File: src/rtl/instr_packer_pkg.sv
// Shared types and helpers for the instruction packer and the frontend re-aligner.
package instr_packer_pkg;

    localparam int unsigned FETCH_HALVES = 2;

    typedef enum logic [1:0] {
        EMPTY = 2'd0,
        HALF  = 2'd1,
        DRAIN = 2'd2
    } instr_packer_state_e;

    function automatic logic is_compressed(input logic [1:0] opcode_lo);
        return opcode_lo != 2'b11;
    endfunction

endpackage

File: src/rtl/instr_packer_if.sv
// Fetch-block stream: one word-aligned 32-bit block with its address and half-word mask.
interface instr_packer_if #(
    parameter int unsigned VLEN = 32
);
    import instr_packer_pkg::*;

    logic                    fetch_valid;
    logic                    fetch_ready;
    logic [VLEN-1:0]         fetch_addr;
    logic [31:0]             fetch_data;
    logic [FETCH_HALVES-1:0] fetch_be;

    modport master (
        output fetch_valid, fetch_addr, fetch_data, fetch_be,
        input  fetch_ready
    );

    modport slave (
        input  fetch_valid, fetch_addr, fetch_data, fetch_be,
        output fetch_ready
    );

endinterface

File: src/rtl/instr_packer_outreg.sv
// One-entry valid/ready output register; contents hold steady while stalled.
module instr_packer_outreg
    import instr_packer_pkg::*;
#(
    parameter int unsigned VLEN = 32
) (
    input  logic                    clk_i,
    input  logic                    rst_ni,
    input  logic                    clear_i,
    input  logic                    load_i,
    input  logic [VLEN-1:0]         addr_i,
    input  logic [31:0]             data_i,
    input  logic [FETCH_HALVES-1:0] be_i,
    output logic                    free_o,
    instr_packer_if.master          fetch
);

    logic                    valid_q;
    logic [VLEN-1:0]         addr_q;
    logic [31:0]             data_q;
    logic [FETCH_HALVES-1:0] be_q;

    always_ff @(posedge clk_i or negedge rst_ni) begin
        if (!rst_ni) begin
            valid_q <= 1'b0;
            addr_q  <= '0;
            data_q  <= '0;
            be_q    <= '0;
        end else if (clear_i) begin
            valid_q <= 1'b0;
        end else if (load_i) begin
            valid_q <= 1'b1;
            addr_q  <= addr_i;
            data_q  <= data_i;
            be_q    <= be_i;
        end else if (fetch.fetch_ready) begin
            valid_q <= 1'b0;
        end
    end

    // Free when empty or being drained this cycle, which allows one word per cycle.
    assign free_o            = !valid_q || fetch.fetch_ready;
    assign fetch.fetch_valid = valid_q;
    assign fetch.fetch_addr  = addr_q;
    assign fetch.fetch_data  = data_q;
    assign fetch.fetch_be    = be_q;

endmodule

File: src/rtl/instr_packer.sv
// Packs 16/32-bit RISC-V instructions back-to-back into word-aligned fetch blocks.
// Optional INSTR_PACKER_LEN_CHK_EN drops >=48-bit encodings and pulses err_o.
module instr_packer
    import instr_packer_pkg::*;
#(
    parameter int unsigned VLEN = 32
) (
    input  logic            clk_i,
    input  logic            rst_ni,
    input  logic            flush_i,
    input  logic [VLEN-1:0] start_addr_i,
    input  logic            instr_valid_i,
    output logic            instr_ready_o,
    input  logic [31:0]     instr_i,
    input  logic            last_i,
    instr_packer_if.master  fetch,
    output logic            err_o
);

    instr_packer_state_e state_q, state_d;
    logic [15:0]         half_q, half_d;
    logic                half_be_q, half_be_d;
    logic [VLEN-1:0]     addr_q, addr_d;
    logic                err_q, err_d;

    logic                    out_free;
    logic                    accept;
    logic                    comp;
    logic                    len_err;
    logic                    load;
    logic [31:0]             load_data;
    logic [FETCH_HALVES-1:0] load_be;

    assign comp          = is_compressed(instr_i[1:0]);
    assign instr_ready_o = !flush_i && (state_q != DRAIN) && out_free;
    assign accept        = instr_valid_i && instr_ready_o;

`ifdef INSTR_PACKER_LEN_CHK_EN
    assign len_err = !comp && (instr_i[4:2] == 3'b111);
`else
    assign len_err = 1'b0;
`endif

    always_comb begin
        state_d   = state_q;
        half_d    = half_q;
        half_be_d = half_be_q;
        addr_d    = addr_q;
        err_d     = 1'b0;
        load      = 1'b0;
        load_data = '0;
        load_be   = '0;

        if (flush_i) begin
            // An odd start address begins with a padded (invalid) low half.
            addr_d    = {start_addr_i[VLEN-1:2], 2'b00};
            half_d    = '0;
            half_be_d = 1'b0;
            state_d   = start_addr_i[1] ? HALF : EMPTY;
        end else if (state_q == DRAIN) begin
            if (out_free) begin
                load      = 1'b1;
                load_data = {16'h0000, half_q};
                load_be   = 2'b01;
                addr_d    = addr_q + VLEN'(4);
                state_d   = EMPTY;
            end
        end else if (accept) begin
            if (len_err) begin
                err_d = 1'b1;
            end else begin
                if (state_q == EMPTY) begin
                    if (comp) begin
                        half_d    = instr_i[15:0];
                        half_be_d = 1'b1;
                        state_d   = HALF;
                    end else begin
                        load      = 1'b1;
                        load_data = instr_i;
                        load_be   = 2'b11;
                        addr_d    = addr_q + VLEN'(4);
                    end
                end else begin
                    load      = 1'b1;
                    load_data = {instr_i[15:0], half_q};
                    load_be   = {1'b1, half_be_q};
                    addr_d    = addr_q + VLEN'(4);
                    if (comp) begin
                        state_d = EMPTY;
                    end else begin
                        half_d    = instr_i[31:16];
                        half_be_d = 1'b1;
                    end
                end
                if (last_i && (state_d == HALF)) begin
                    state_d = DRAIN;
                end
            end
        end
    end

    always_ff @(posedge clk_i or negedge rst_ni) begin
        if (!rst_ni) begin
            state_q   <= EMPTY;
            half_q    <= '0;
            half_be_q <= 1'b0;
            addr_q    <= '0;
            err_q     <= 1'b0;
        end else begin
            state_q   <= state_d;
            half_q    <= half_d;
            half_be_q <= half_be_d;
            addr_q    <= addr_d;
            err_q     <= err_d;
        end
    end

    assign err_o = err_q;

    instr_packer_outreg #(
        .VLEN (VLEN)
    ) u_outreg (
        .clk_i   (clk_i),
        .rst_ni  (rst_ni),
        .clear_i (flush_i),
        .load_i  (load),
        .addr_i  (addr_q),
        .data_i  (load_data),
        .be_i    (load_be),
        .free_o  (out_free),
        .fetch   (fetch)
    );

`ifndef SYNTHESIS
    a_start_even: assert property (@(posedge clk_i) disable iff (!rst_ni)
        flush_i |-> !start_addr_i[0]);
`endif

endmodule
File: src/flat_wrapper.sv
// flat-port wrapper written by rule: the top's interface ports become plain ports
module instr_packer_flat import instr_packer_pkg::*;
#(
    parameter int unsigned VLEN = 32
)
  (clk_i, rst_ni, flush_i, start_addr_i, instr_valid_i, instr_ready_o, instr_i, last_i, err_o, fetch_fetch_valid, fetch_fetch_addr, fetch_fetch_data, fetch_fetch_be, fetch_fetch_ready);
  instr_packer_if #(.VLEN(VLEN)) fetch_i ();
  input  logic clk_i;
  input  logic rst_ni;
  input  logic flush_i;
  input  logic [VLEN-1:0] start_addr_i;
  input  logic instr_valid_i;
  output logic instr_ready_o;
  input  logic [31:0] instr_i;
  input  logic last_i;
  output logic err_o;
  output wire logic [$bits(fetch_i.fetch_valid)-1:0] fetch_fetch_valid;
  output wire logic [$bits(fetch_i.fetch_addr)-1:0] fetch_fetch_addr;
  output wire logic [$bits(fetch_i.fetch_data)-1:0] fetch_fetch_data;
  output wire logic [$bits(fetch_i.fetch_be)-1:0] fetch_fetch_be;
  input wire logic [$bits(fetch_i.fetch_ready)-1:0] fetch_fetch_ready;
  assign fetch_fetch_valid = fetch_i.fetch_valid;
  assign fetch_fetch_addr = fetch_i.fetch_addr;
  assign fetch_fetch_data = fetch_i.fetch_data;
  assign fetch_fetch_be = fetch_i.fetch_be;
  assign fetch_i.fetch_ready = fetch_fetch_ready;
  instr_packer #(.VLEN(VLEN)) u_core (.clk_i(clk_i), .rst_ni(rst_ni), .flush_i(flush_i), .start_addr_i(start_addr_i), .instr_valid_i(instr_valid_i), .instr_ready_o(instr_ready_o), .instr_i(instr_i), .last_i(last_i), .fetch(fetch_i), .err_o(err_o));
endmodule
File: config.mk
export PLATFORM = sky130hd
export DESIGN_NAME = instr_packer_flat
export DESIGN_NICKNAME = d
export VERILOG_FILES = /design/src/rtl/instr_packer_pkg.sv /design/src/rtl/instr_packer_if.sv /design/src/rtl/instr_packer_outreg.sv /design/src/rtl/instr_packer.sv /design/src/flat_wrapper.sv
export SDC_FILE = /design/constraint.sdc
export NUM_CORES = 1
export LEC_CHECK = 0
export BUFFER_PORTS_ARGS = -buffer_cell sky130_fd_sc_hd__buf_4
export CAP_MARGIN = 20
export CELL_PAD_IN_SITES_DETAIL_PLACEMENT = 0
export CELL_PAD_IN_SITES_GLOBAL_PLACEMENT = 1
export CORE_ASPECT_RATIO = 0.7
export CORE_MARGIN = 2
export CORE_UTILIZATION = 42
export DETAILED_ROUTE_END_ITERATION = 6
export PLACE_DENSITY = 0.89
export SLEW_MARGIN = 30
export SYNTH_ARGS = -nofsm -noshare
export SYNTH_HDL_FRONTEND = slang
export SYNTH_HIERARCHICAL = 1
export SYNTH_SLANG_ARGS = --single-unit
File: constraint.sdc
create_clock -name clk_i -period 2.4 [get_ports clk_i]
set_input_delay 0.24 -clock clk_i [delete_from_list [all_inputs] [get_ports clk_i]]
set_output_delay 0.24 -clock clk_i [all_outputs]
set_load 0.1 [all_outputs]
# After elaboration in Yosys (flattened, before gate mapping)
# Cells that the tools add are included.
[totals]
out_inout_bits = 69
wordCells = 83
register_bits = 118
input_bits = 70
[op_classes]
muxes = 49
bitwise = 1
reduce_logical = 15
eq_ne = 9
add_sub_neg = 1
[ops]
columns = ["operator", "n"]
rows = [
  ["32-bit 2-to-1 mux", 10],
  ["16-bit 2-to-1 mux", 7],
  ["32-bit by 3-bit adder with 32-bit output, second input constant", 1],
  ["2-bit 2-to-1 mux", 15],
  ["1-bit 2-to-1 mux", 17],
  ["2-bit inequality test, second input constant", 3],
  ["3-bit by 2-bit inequality test with 1-bit output, second input constant", 2],
  ["3-bit nonzero test", 2],
  ["1-bit logical AND", 4],
  ["4-bit inequality test, second input constant", 1],
  ["2-bit AND reduction", 2],
  ["4-bit AND reduction", 1],
  ["3-bit inequality test, second input constant", 1],
  ["3-bit AND reduction", 1],
  ["2-bit by 1-bit equality test with 1-bit output, second input constant", 1],
  ["2-bit equality test, second input constant", 1],
  ["1-bit logical NOT", 2],
  ["2-bit logical NOT", 1],
  ["2-bit nonzero test", 1],
  ["1-bit logical OR", 1],
  ["1-bit NOT", 1],
]

# Longest topological paths before layout
[logic_depth]
word_depth = 13
mapped_depth = 8

# Hierarchy
# The synthesis kept the hierarchy.
[modules_own_cells]
columns = ["mod", "cells_each", "instances", "area_each_um2"]
rows = [
  ["instr_packer", 434, 1, 3505.9],
  ["instr_packer_outreg", 144, 1, 2713.9],
]

# Least setup slack after synthesis
# Ideal clock, no wire load.
[synth_path]
kind = "reg2reg"
start = "reg u_core.u_outreg.valid_q, in the netlist u_core/u_outreg/fetch.fetch_valid"
end = "reg u_core.u_outreg.data_q[10], in the netlist u_core/u_outreg/fetch.fetch_data[10]"
t_required_ns = 2.331
path_stages_with_launch = 9
setup_ns = 0.069
t_arrival_ns = 2.917
path_slack_ns = -0.586
cell_sequence = "dfrtp_1 nand2b_1 clkbuf_1 nor2b_1 and2_1 nand3_1 clkbuf_1 o21ai_0 mux2_2"
[synth_rtl]
columns = ["element", "line_no", "source"]
rows = [
  ["start: declaration", "instr_packer_outreg.sv:18", "logic valid_q;"],
  ["start signal: assignment", "instr_packer_outreg.sv:25", "valid_q <= 1'b0;"],
  ["start signal: assignment", "instr_packer_outreg.sv:30", "valid_q <= 1'b0;"],
  ["start signal: assignment", "instr_packer_outreg.sv:32", "valid_q <= 1'b1;"],
  ["1-bit logical NOT", "instr_packer_outreg.sv:42", "assign free_o = !valid_q || fetch.fetch_ready;"],
  ["1-bit logical OR", "instr_packer_outreg.sv:42", ""],
  ["net u_core.out_free", "instr_packer.sv:26", "logic out_free;"],
  ["1-bit logical AND", "instr_packer.sv:35", "assign instr_ready_o = !flush_i && (state_q != DRAIN) && out_free;"],
  ["net instr_ready_o", "flat_wrapper.sv:13", "output logic instr_ready_o;"],
  ["1-bit logical AND", "instr_packer.sv:36", "assign accept = instr_valid_i && instr_ready_o;"],
  ["32-bit 2-to-1 mux", "instr_packer.sv:68", "end else if (accept) begin"],
  ["32-bit 2-to-1 mux", "instr_packer.sv:60", "end else if (state_q == DRAIN) begin"],
  ["net u_core.load_data[10]", "instr_packer.sv:31", "logic [31:0] load_data;"],
  ["end signal: assignment", "instr_packer_outreg.sv:34", "data_q <= data_i;"],
  ["end: declaration", "instr_packer_outreg.sv:20", "logic [31:0] data_q;"],
]
# The timed path passes the listed nets, and every way through them passes these cells.
# A chain may end at the register's enable or synchronous reset.

# Final worst setup path
[layout_path]
start = "reg u_core.u_outreg.valid_q, in the netlist u_core/u_outreg/fetch.fetch_valid"
end = "reg u_core.u_outreg.data_q[9], in the netlist u_core/u_outreg/fetch.fetch_data[9]"
[layout_rtl]
columns = ["element", "line_no"]
rows = [
  ["1-bit logical NOT (*)", "instr_packer_outreg.sv:42"],
  ["1-bit logical OR (*)", "instr_packer_outreg.sv:42"],
  ["net u_core.out_free", "instr_packer.sv:26"],
  ["1-bit logical AND", "instr_packer.sv:35"],
  ["1-bit logical AND", "instr_packer.sv:36"],
  ["32-bit 2-to-1 mux", "instr_packer.sv:68"],
  ["32-bit 2-to-1 mux (*)", "instr_packer.sv:60"],
  ["net u_core.load_data[9]", "instr_packer.sv:31"],
]
# The timed path passes the listed nets; every way through them passes the cells marked *.

==> reports/metrics.cfg <==
[outcome]
outcome=finished, final reports clean

[yosys]
synth.yosys.warnings=6
syn_area_mm2=0.006220
syn_avg_cell_area_um2=10.76
synth_edf_count=0
yosysSeqAreaShare_pct=46.67
ys_async_sr_fraction_pct=100.0
synth_seq_cells=116
ys_types=59
yosys_most_used_dff=dfrtp_1
syn_inst=578

[worst_setup_path]
critical_path_class=flip-flop to flip-flop
r2r-start=u_core/u_outreg/fetch.fetch_valid
critPathSlowestCell=o21ai_0
worstPathArrival_ps=2620
path_cells=nand2b_1 > nor2b_1 > and2_4 > nand3_1 > o21ai_0 > mux2_2
critPathRequiredTime_ps=2750
critPathTopFamily=simple AND/OR/NAND/NOR gates
crit_buf_inv=0
r2r-end=u_core/u_outreg/fetch.fetch_data[9]
worstSetupEndpointType=flip-flop
reg2regPathDepth=6
critPathMaxFanout=13
start_kind=flip-flop
cp.depth=6
r2r_slack_ps=120
max_stage_delay_ps=470

[floorplan]
rows=37
core_area_mm2=0.01458
chipHeight_um=105.8
die_area_mm2=0.01581
io_pins=139
start_util_pct=42.65
die_x_um=149.5

[finish]
syn_to_final_growth_pct=28.18
layout_common_cells=154 x buf_4, 115 x dfrtp_1, 69 x nor2_1
drive_gt1_share_pct=39.01
mostFrequentLayoutCell=buf_4
num-fill-cells=1264
multi_input_area_mm2=0.003053
final_net_count=786
regArea_mm2=0.002904
stdcell_count=923
diodes=0
design_area_mm2=0.007973

[routing]
via_per_inst=5.538
wl_per_cell_um=18.27
routed_wl_um=16870
drtAntennaViolNets=0
vias=5112
drt_iter0_markers=501
drc_errors=0
drt_first_pass_iters=7

[min_path]
hold_path_class=input pin to flip-flop
min_to=u_core/addr_q[3]
hp-start=start_addr_i[3]
hold_depth=3

[clock_network]
clk_path_buf_depth=2
clock-sinks=116
cts.clk_slew.worst_paths_ps=50
cts-root-buf=clkbuf_16
htree_levels=4
cts_tree=done
clk_latency_ps=410
cts_buffers=17

[global_route]
grtUsageTotal_pct=21.88
grt_pass1_wl_um=26620
antenna_found_initial=0
grt_max_degree=117
grt_overflow=0
first_global_vias=4907

[power]
powerDensity_mw_per_mm2=1035
ir_drop_mv=0.8055
power.leakage_uw=0.003606

[timing]
fmax_mhz=439.4
hold_viol_final=0
worstMarginPinSlew_ps=647.7
setup_viol=0
min_period_over_period_pct=94.83
rsz0062_at_grt=true
slew_headroom_pct=56.56
skew_ps=6.098
final-max-slew-violation-count=0
setup_ws_ps=124.1
fin_crit_ps=2276

[run]
cap_violations=0

[placement]
dpl_cell_area_mm2=0.007410
hpwl_um=11970
post-place-cells=890
place_congestion=0.9084
port_buffers=136
place_ws_ps=175.4

==> cell usage after synthesis (all sizes together) (2+ instances only) <==
| cell | count | share of area, % |
|---|---|---|
| a2111oi | 2 | 0.28 |
| a211oi | 4 | 0.48 |
| a21boi | 2 | 0.24 |
| a21oi | 9 | 0.72 |
| a22o | 2 | 0.28 |
| a22oi | 15 | 1.8 |
| a31o | 16 | 2.3 |
| a31oi | 15 | 1.5 |
| and2 | 2 | 0.20 |
| and3 | 3 | 0.30 |
| and4 | 8 | 1.1 |
| buf | 20 | 3.0 |
| clkbuf | 21 | 1.3 |
| dfrtp | 116 | 47 |
| inv | 4 | 0.24 |
| mux2 | 69 | 15 |
| mux2i | 18 | 3.0 |
| nand2 | 41 | 2.5 |
| nand2b | 4 | 0.40 |
| nand3 | 20 | 1.7 |
| nand4 | 12 | 1.2 |
| nor2 | 70 | 4.2 |
| nor2b | 4 | 0.52 |
| nor3 | 2 | 0.16 |
| nor3b | 2 | 0.24 |
| nor4 | 3 | 0.30 |
| o211ai | 2 | 0.24 |
| o21ai | 30 | 2.5 |
| o2bb2ai | 2 | 0.28 |
| o31ai | 11 | 1.3 |
| o41ai | 2 | 0.28 |
| or2 | 3 | 0.30 |
| or3 | 8 | 0.80 |
| or4 | 14 | 1.7 |
| xnor2 | 2 | 0.28 |
| xor2 | 6 | 0.84 |
==> worst max path at each step <==
stage / from / endpoint / slack (ps)
finish: u_core/u_outreg/fetch.fetch_valid / u_core/u_outreg/fetch.fetch_data[9] / 120
global route: u_core/u_outreg/fetch.fetch_valid / u_core/u_outreg/fetch.fetch_data[7] / -40
CTS: u_core/u_outreg/fetch.fetch_valid / u_core/u_outreg/fetch.fetch_data[9] / 150
detailed placement: u_core/u_outreg/fetch.fetch_valid / u_core/u_outreg/fetch.fetch_data[9] / 180
global placement: u_core/u_outreg/fetch.fetch_valid / u_core/u_outreg/fetch.fetch_data[12] / 200
floorplan: u_core/u_outreg/fetch.fetch_valid / u_core/u_outreg/fetch.fetch_data[10] / 140
==> state kept, by name, summed over array words and instances (netlist names) <==
| register | cells |
|---|---|
| u_core/u_outreg/fetch.fetch_data | 32 |
| u_core/u_outreg/fetch.fetch_be | 2 |
| u_core/half_q | 16 |
| u_core/half_be_q | 1 |
| u_core/addr_q | 30 |
| u_core/state_q | 2 |
| u_core/u_outreg/fetch.fetch_valid | 1 |
| u_core/u_outreg/fetch.fetch_addr | 32 |
==> per-layer routing <==
layer	wire length, um	track usage, %	up-vias
li1	-	-	2412
met1	8309	33.44	2512
met2	6994	28.57	169
met3	1260	6.667	19
met4	303	8.027	0
met5	0	0	-
==> worst reg2reg max path, cell delays in order (launching register included) <==
cell      delay (ps)
dfrtp_2          400
nand2b_1         280
nor2b_1          290
and2_4           190
nand3_1          350
o21ai_0          470
mux2_2           230
==> area by class of cell <==
class / instances / area share (%)
Multi-Input combinational cell: 418 / 38.29
Sequential cell: 116 / 36.43
Timing Repair Buffer: 157 / 15.13
Clock buffer: 22 / 5.822
Tap cell: 195 / 3.060
Clock inverter: 10 / 1.036
Inverter: 5 / 0.2354
==> timing repair <==
| action | in CTS | in global routing |
|---|---|---|
| hold endpoints to repair | 116 | 0 |
| buffers inserted | 0 | 0 |
| resized for setup | 0 | 1 |
| hold buffers | 1 | 0 |
| endpoints found under the setup margin | 0 | 29 |
==> stage by stage <==
stage	hold slack, ps	power, uW	setup TNS (ps)	util (%)
floorplan	-55.59	5155	0	-
global placement	378.9	5893	0	50.81
detailed placement	383.0	5932	0	50.81
CTS	30.16	8314	0	54.63
global route	40.39	8571	-79.34	54.67
finish	45.03	8249	0	54.67
==> logic make-up (layout without fill, tap and decap cells) <==
group | count (synthesis) | in the layout | share of synthesized area [%]
mux | 87 | 87 | 17.86
compound gates | 120 | 120 | 13.38
fa+ha+maj | 1 | 1 | 0.2011
other cells | 1 | 3 | 0.06029
flops | 116 | 116 | 46.67
simple gates | 199 | 199 | 16.09
buf+inv | 46 | 194 | 4.607
xor+xnor | 8 | 8 | 1.127
==> power breakdown <==
part           leakage, uW  internal [uW]  switching (uW)
clock             0.000265           1460             880
sequential         0.00146           2290             261
combinational      0.00188            900            2460
No activity file was read; power rests on OpenSTA's default activity.
